--- src/rtl/seq_pattern_tx.sv ---
// Serial pattern transmitter: sends a captured PAT_W-bit pattern MSB-first,
// repeat_cnt+1 times, with gap_len idle cycles between frames.
module seq_pattern_tx #(
  parameter int unsigned PAT_W = 4,
  parameter int unsigned CNT_W = 4,
  parameter int unsigned GAP_W = 4
) (
  input  logic             clk,
  input  logic             reset_n,
  input  logic             start,
  input  logic             abort,
  input  logic [PAT_W-1:0] pattern,
  input  logic [CNT_W-1:0] repeat_cnt,
  input  logic [GAP_W-1:0] gap_len,
  output logic             d_out,
  output logic             valid_out,
  output logic             frame_start,
  output logic             busy,
  output logic             done
);

  localparam int unsigned BIT_W = (PAT_W > 1) ? $clog2(PAT_W) : 1;
  localparam logic [BIT_W-1:0] LAST_BIT = BIT_W'(PAT_W - 1);

  typedef enum logic [1:0] {
    IDLE  = 2'd0,
    SHIFT = 2'd1,
    GAP   = 2'd2,
    DONE  = 2'd3
  } state_t;

  state_t             state, state_n;
  logic [PAT_W-1:0]   shreg, shreg_n;
  logic [PAT_W-1:0]   pat_q, pat_n;
  logic [BIT_W-1:0]   bit_cnt, bit_cnt_n;
  logic [CNT_W-1:0]   frame_cnt, frame_cnt_n;
  logic [GAP_W-1:0]   gap_cnt, gap_cnt_n;
  logic [GAP_W-1:0]   gap_reload, gap_reload_n;

  // Outputs are registered from the next-state values so they stay Moore-timed.
  logic d_out_n, valid_out_n, frame_start_n, busy_n, done_n;

  // State, datapath and output registers.
  always_ff @(posedge clk or negedge reset_n) begin
    if (!reset_n) begin
      state       <= IDLE;
      shreg       <= '0;
      pat_q       <= '0;
      bit_cnt     <= '0;
      frame_cnt   <= '0;
      gap_cnt     <= '0;
      gap_reload  <= '0;
      d_out       <= 1'b0;
      valid_out   <= 1'b0;
      frame_start <= 1'b0;
      busy        <= 1'b0;
      done        <= 1'b0;
    end else begin
      state       <= state_n;
      shreg       <= shreg_n;
      pat_q       <= pat_n;
      bit_cnt     <= bit_cnt_n;
      frame_cnt   <= frame_cnt_n;
      gap_cnt     <= gap_cnt_n;
      gap_reload  <= gap_reload_n;
      d_out       <= d_out_n;
      valid_out   <= valid_out_n;
      frame_start <= frame_start_n;
      busy        <= busy_n;
      done        <= done_n;
    end
  end

  // Next-state, datapath update and next-output decode.
  always_comb begin
    state_n      = state;
    shreg_n      = shreg;
    pat_n        = pat_q;
    bit_cnt_n    = bit_cnt;
    frame_cnt_n  = frame_cnt;
    gap_cnt_n    = gap_cnt;
    gap_reload_n = gap_reload;

    unique case (state)
      IDLE: begin
        if (start) begin
          pat_n        = pattern;
          shreg_n      = pattern;
          frame_cnt_n  = repeat_cnt;
          gap_reload_n = gap_len;
          bit_cnt_n    = '0;
          gap_cnt_n    = '0;
          state_n      = SHIFT;
        end
      end
      SHIFT: begin
        shreg_n = shreg << 1;
        if (bit_cnt == LAST_BIT) begin
          bit_cnt_n = '0;
          if (frame_cnt == '0) begin
            state_n = DONE;
          end else begin
            frame_cnt_n = frame_cnt - CNT_W'(1);
            if (gap_reload == '0) begin
              // Back-to-back frames: reload with no bubble.
              shreg_n = pat_q;
            end else begin
              gap_cnt_n = gap_reload;
              state_n   = GAP;
            end
          end
        end else begin
          bit_cnt_n = bit_cnt + BIT_W'(1);
        end
      end
      GAP: begin
        if (gap_cnt <= GAP_W'(1)) begin
          gap_cnt_n = '0;
          shreg_n   = pat_q;
          state_n   = SHIFT;
        end else begin
          gap_cnt_n = gap_cnt - GAP_W'(1);
        end
      end
      DONE: begin
        shreg_n     = '0;
        bit_cnt_n   = '0;
        frame_cnt_n = '0;
        gap_cnt_n   = '0;
        state_n     = IDLE;
      end
      default: state_n = IDLE;
    endcase

    // Abort overrides every transition, including a start in IDLE.
    if (abort) begin
      state_n     = IDLE;
      shreg_n     = '0;
      bit_cnt_n   = '0;
      frame_cnt_n = '0;
      gap_cnt_n   = '0;
    end

    d_out_n       = (state_n == SHIFT) && shreg_n[PAT_W-1];
    valid_out_n   = (state_n == SHIFT);
    frame_start_n = (state_n == SHIFT) && (bit_cnt_n == '0);
    busy_n        = (state_n != IDLE);
    done_n        = (state_n == DONE);
  end

endmodule

--- config.mk ---
export PLATFORM = sky130hd
export DESIGN_NAME = seq_pattern_tx
export DESIGN_NICKNAME = d
export VERILOG_FILES = /design/src/rtl/seq_pattern_tx.sv
export SDC_FILE = /design/constraint.sdc
export NUM_CORES = 1
export LEC_CHECK = 0
export CAP_MARGIN = 15
export CORE_UTILIZATION = 39
export CTS_CLUSTER_DIAMETER = 150
export CTS_CLUSTER_SIZE = 20
export DETAILED_ROUTE_END_ITERATION = 10
export PLACE_DENSITY = 0.65
export SLEW_MARGIN = 20
export SYNTH_ARGS = -nofsm -noshare
export SYNTH_HDL_FRONTEND = slang
export SYNTH_SLANG_ARGS = --single-unit
export TNS_END_PERCENT = 10
--- constraint.sdc ---
create_clock -name clk -period 4.74 [get_ports clk]
set_input_delay 0.948 -clock clk [delete_from_list [all_inputs] [get_ports clk]]
set_output_delay 0.948 -clock clk [all_outputs]
set_load 0.01 [all_outputs]
### Word level (Yosys, flattened, before mapping)

Index checks and enable logic that the tools add are counted.

* reductions and logical operators: 12
* equal/unequal tests: 11
* add/subtract/negate cells: 3
* mux-type cells: 30
* $lt $le $gt $ge: 1

Operators by type and width (count)
* two-way mux 4 bit: 16
* case mux 4 bit (4 select lines): 2
* two-way mux 2 bit: 9
* != test 3 bit, second input constant: 5
* case mux 4 bit (3 select lines): 1
* == test 2 bit, second input constant: 4
* zero test 4 bit: 2
* case mux 2 bit (4 select lines): 1
* AND reduction 4 bit: 2
* subtractor 4 x 1 -> 4 bit, second input constant: 2
* case mux 2 bit (3 select lines): 1
* == test 2 x 1 -> 1 bit, second input constant: 2
* <= comparator 4 x 1 -> 1 bit, second input constant: 1
* zero test 2 bit: 2
* AND reduction 2 bit: 2
* nonzero test 4 bit: 1
* adder 2 x 1 -> 2 bit, second input constant: 1
* logical AND 1 bit: 2
* nonzero test 2 bit: 1

* bits in registers: 29
* word-level logic and storage cells: 70
* output and inout port bits: 5
* input bits: 16

### Depth between registers and ports, before layout

* depth after elaboration: 8
* mapped depth: 8
* gate-level depth less buffers: 7

### Worst setup path after synthesis

No wires, ideal clock.

* path kind: in2reg
* from: input start
* to: register busy
* path slack: 2.888 ns
* required time: 4.613 ns
* buffers on the path: 0
* stages on the path: 5
* arrival time: 1.725 ns
* path through: nand2b_1 o21ai_0 a31o_1 inv_1 or2_2

* word-level cells in the longest chain between the ends: 4

RTL lines
* start: declaration: RTL line 10 `input logic start,`
* two-way mux 2 bit: RTL line 86 `if (start) begin`
* case mux 2 bit (4 select lines): RTL line 84 `unique case (state)`
* two-way mux 2 bit: RTL line 136 `if (abort) begin`
* via state_n[0]: RTL line 32 `state_t state, state_n;`
* nonzero test 2 bit: RTL line 147 `busy_n = (state_n != IDLE);`
* via busy_n: RTL line 41 `logic d_out_n, valid_out_n, frame_start_n, busy_n, done_n;`
* end signal: assignment: RTL line 69 `busy <= busy_n;`
* end: declaration: RTL line 18 `output logic busy,`

The timed path passes the listed nets, and every way through them passes these cells.
A chain may end at the register's enable or synchronous reset.

### Worst setup path in the final report

* from: input abort
* to: register busy

* word-level cells in the longest chain between the ends: 2

RTL lines
* start: declaration: RTL line 11 `input logic abort,`
* two-way mux 2 bit: RTL line 136
* via state_n[0]: RTL line 32
* nonzero test 2 bit: RTL line 147
* via busy_n: RTL line 41

The timed path passes the listed nets, and every way through them passes these cells.

==> impl_metrics.toml <==
[drt]
ant_nets = 0
viasPerCell = 5.540
wl_per_cell_um = 15.41
dr.first_iter.drc_count = 71
vias = 1324
firstDrtPassIters = 4
wirelength_um = 3684
route.detailed.drc = 0

[sta]
slew_headroom = 0.5943
worstMarginPinSlew_ps = 608.5
finalCritPeriodShare = 0.5474
finalHoldViolations = 0
clock_skew_ps = 6.423
drv_slew = 0
fin_setup_tns_ps = 0
finalSetupViolCount = 0
layout_min_cycle_time_ps = 2595
fmax_mhz = 385.4
grt_setup_unrepaired = "false"

[finish]
areaGrowthSynthToFinish_pct = 20.53
final_nets = 215
layout_commonest_cell = "dfrtp_1"
design_area_um2 = 1991
insertedDiodeCount = 0
final_layout_size_suffix_gt1_frac = 0.1164
final_cell_mix = "dfrtp_1 (29), clkdlybuf4s50_1 (20), nand2_1 (13)"
stdcell_count = 239

[clocking]
holdBufCountCts = 0
clk_latency_ps = 290
clkTransAtPathRegs_ps = 60
max-clock-path-buffers = 2
cts_tree = "yes"
cts_buffers = 5
cts-resized-gates = 0
htree_levels = 2
root_buffer = "clkbuf_8"
clock-sinks = 29
cts_setup_buffers = 0

[synth]
ys_seq_elements = 29
async_flop_share = 1.000
yosysTopAreaCell = "dfrtp_1"
synth-edff-count = 0
synthCells = 165
yosysTopAreaCellShare = 0.4394
yosysWarnings = 0
synth_flop_cell = "dfrtp_1"
synth-seq-area-share = 0.4394
post_synth_num_cell_types = 49
syn_area_per_cell_um2 = 10.01
synth_nets = 191
synthTopCellsByArea = "dfrtp_1 (44%), ha_1 (7.6%), mux2_2 (5.5%), a21oi_1 (3.3%), nand2_1 (3.0%)"
netlist_area_um2 = 1652

[hold_path]
hp-class = "register to register"
hold_depth = 1
holdPathEnd = "pat_q[3]"
worstHoldStart = "pat_q[3]"

[worst_setup_path]
crit_arrival_ps = 2770
path_max_fanout = 15
r2r.worst_path.cells = 6
critical_path.endpoint_type = "register"
required_ps = 4910
r2r_start = "state[1]"
reg2reg_to = "frame_start"
critical_path_class = "input port to register"
rrSetupSlack_ps = 2460
critPathLaunchType = "input port"

[global_routing]
antenna_found_initial = 0
grt_pass1_wl_um = 5947
use_met1 = 0.2312
grt-busiest-layer = "met2"
grt_max_degree = 30
overflow = 0
first_global_vias = 1284
met3_usage = 0.05993
use_met2 = 0.2813
grtUsageTotal = 0.1845

[power]
power_frac_seq = 0.462
power.leakage_nw = 0.8378
p_int_w = 0.0004567
swShare = 0.2897
p_switching_w = 0.0001863
combPwrFrac = 0.217
ir_drop_uv = 183.6
clockPowerShare = 0.322
powerDensity_nw_per_um2 = 323.0

[die]
row_count = 23
placeableCoreArea_um2 = 4029
die_area_um2 = 4499
die_h_um = 67.08
ios = 21
chipWidth_um = 67.08
start_util = 0.4099

[run]
maxCapViolCount = 0

[placed_design]
port_buffers = 20
finalWeightedCongestion = 0.8195
hpwl_um = 2644
post-place-cells = 232
dpl-instance-area_um2 = 1904

[status]
status = "complete, no violations"
[state kept, by name (all words and copies together), names as in the netlist]
| name | count |
|---|---|
| frame_start | 1 |
| bit_cnt | 2 |
| gap_cnt | 4 |
| d_out | 1 |
| frame_cnt | 4 |
| gap_reload | 4 |
| pat_q | 4 |
| valid_out | 1 |
| done | 1 |
| shreg | 4 |
| busy | 1 |
| state | 2 |
[cells by family (layout without fill, tap and decap cells)]
kind of cell               after synthesis  count (layout)  synth area share
and+or+nand+nor                         55              55            0.1909
buffers and inverters                   15              39           0.03561
muxes                                    9               9           0.06061
adders and majority gates               10              10           0.07576
xor gates and xnor gates                 2               2           0.01061
AOI/OAI and AO/OA                       45              45            0.1871
DFF                                     29              29            0.4394
[cell usage after synthesis, drive strengths merged (2+ instances only)]
library cell and number:
a21o 2, a21oi 12, a22oi 2, a311oi 2
buf 2, clkbuf 2, dfrtp 29, ha 10
inv 11, mux2 8, nand2 13, nand2b 6
nand3 8, nand3b 3, nor2 10, nor3 4
nor4 2, o21ai 7, o31a 2, o31ai 4
[critical path, cell delays in order]
cell and delay [ps]:
clkdlybuf4s50_1 850, inv_1 210, o21ai_0 150, a31o_1 220, inv_1 90, or2_2 290
[through the flow]
stage / hold slack, ps / setup slack (ps) / total power (W) / util
finish: 502.8 / 2145 / 0.0006430 / 0.4941
global placement: 482.3 / 2011 / 0.0004341 / 0.4727
global route: 533.4 / 2077 / 0.0006726 / 0.4941
floorplan: 471.5 / 2888 / 0.0003885 / -
detailed placement: 492.5 / 1891 / 0.0004392 / 0.4727
CTS: 505.8 / 2189 / 0.0006478 / 0.4941
[worst max path at each step]
stage                     start    to  cells past startpoint
after CTS                 abort  busy                      6
after detailed placement  abort  busy                      6
final                     abort  busy                      6
after global placement    abort  busy                      6
after global routing      abort  busy                      6
after floorplan           start  busy                      5
[area by class of cell]
type	instances	area, um^2
inverters	11	41.29
fillers	374	2038
clock buffers	7	86.33
well taps	50	62.56
multi-input cells	121	867.1
flip-flops and latches	29	725.7
repair buffers	21	207.7
[per-layer routing]
layer | share of wire | wire length [um]
met1 | 0.46 | 1709
met2 | 0.47 | 1744
met3 | 0.041 | 151
met4 | 0.021 | 78
met5 | 0 | 0
[power by group through the flow]
stage,combinational [W],sequential [W],clock (W)
6_report,0.000139,0.000297,0.000207
5_1_grt,0.000154,0.000300,0.000219
4_1_cts,0.000140,0.000296,0.000212
3_5_place_dp,0.000139,0.000300,0
3_3_place_gp,0.000135,0.000299,0
2_1_floorplan,0.0000916,0.000297,0
Power figures use the tool's default switching activity.
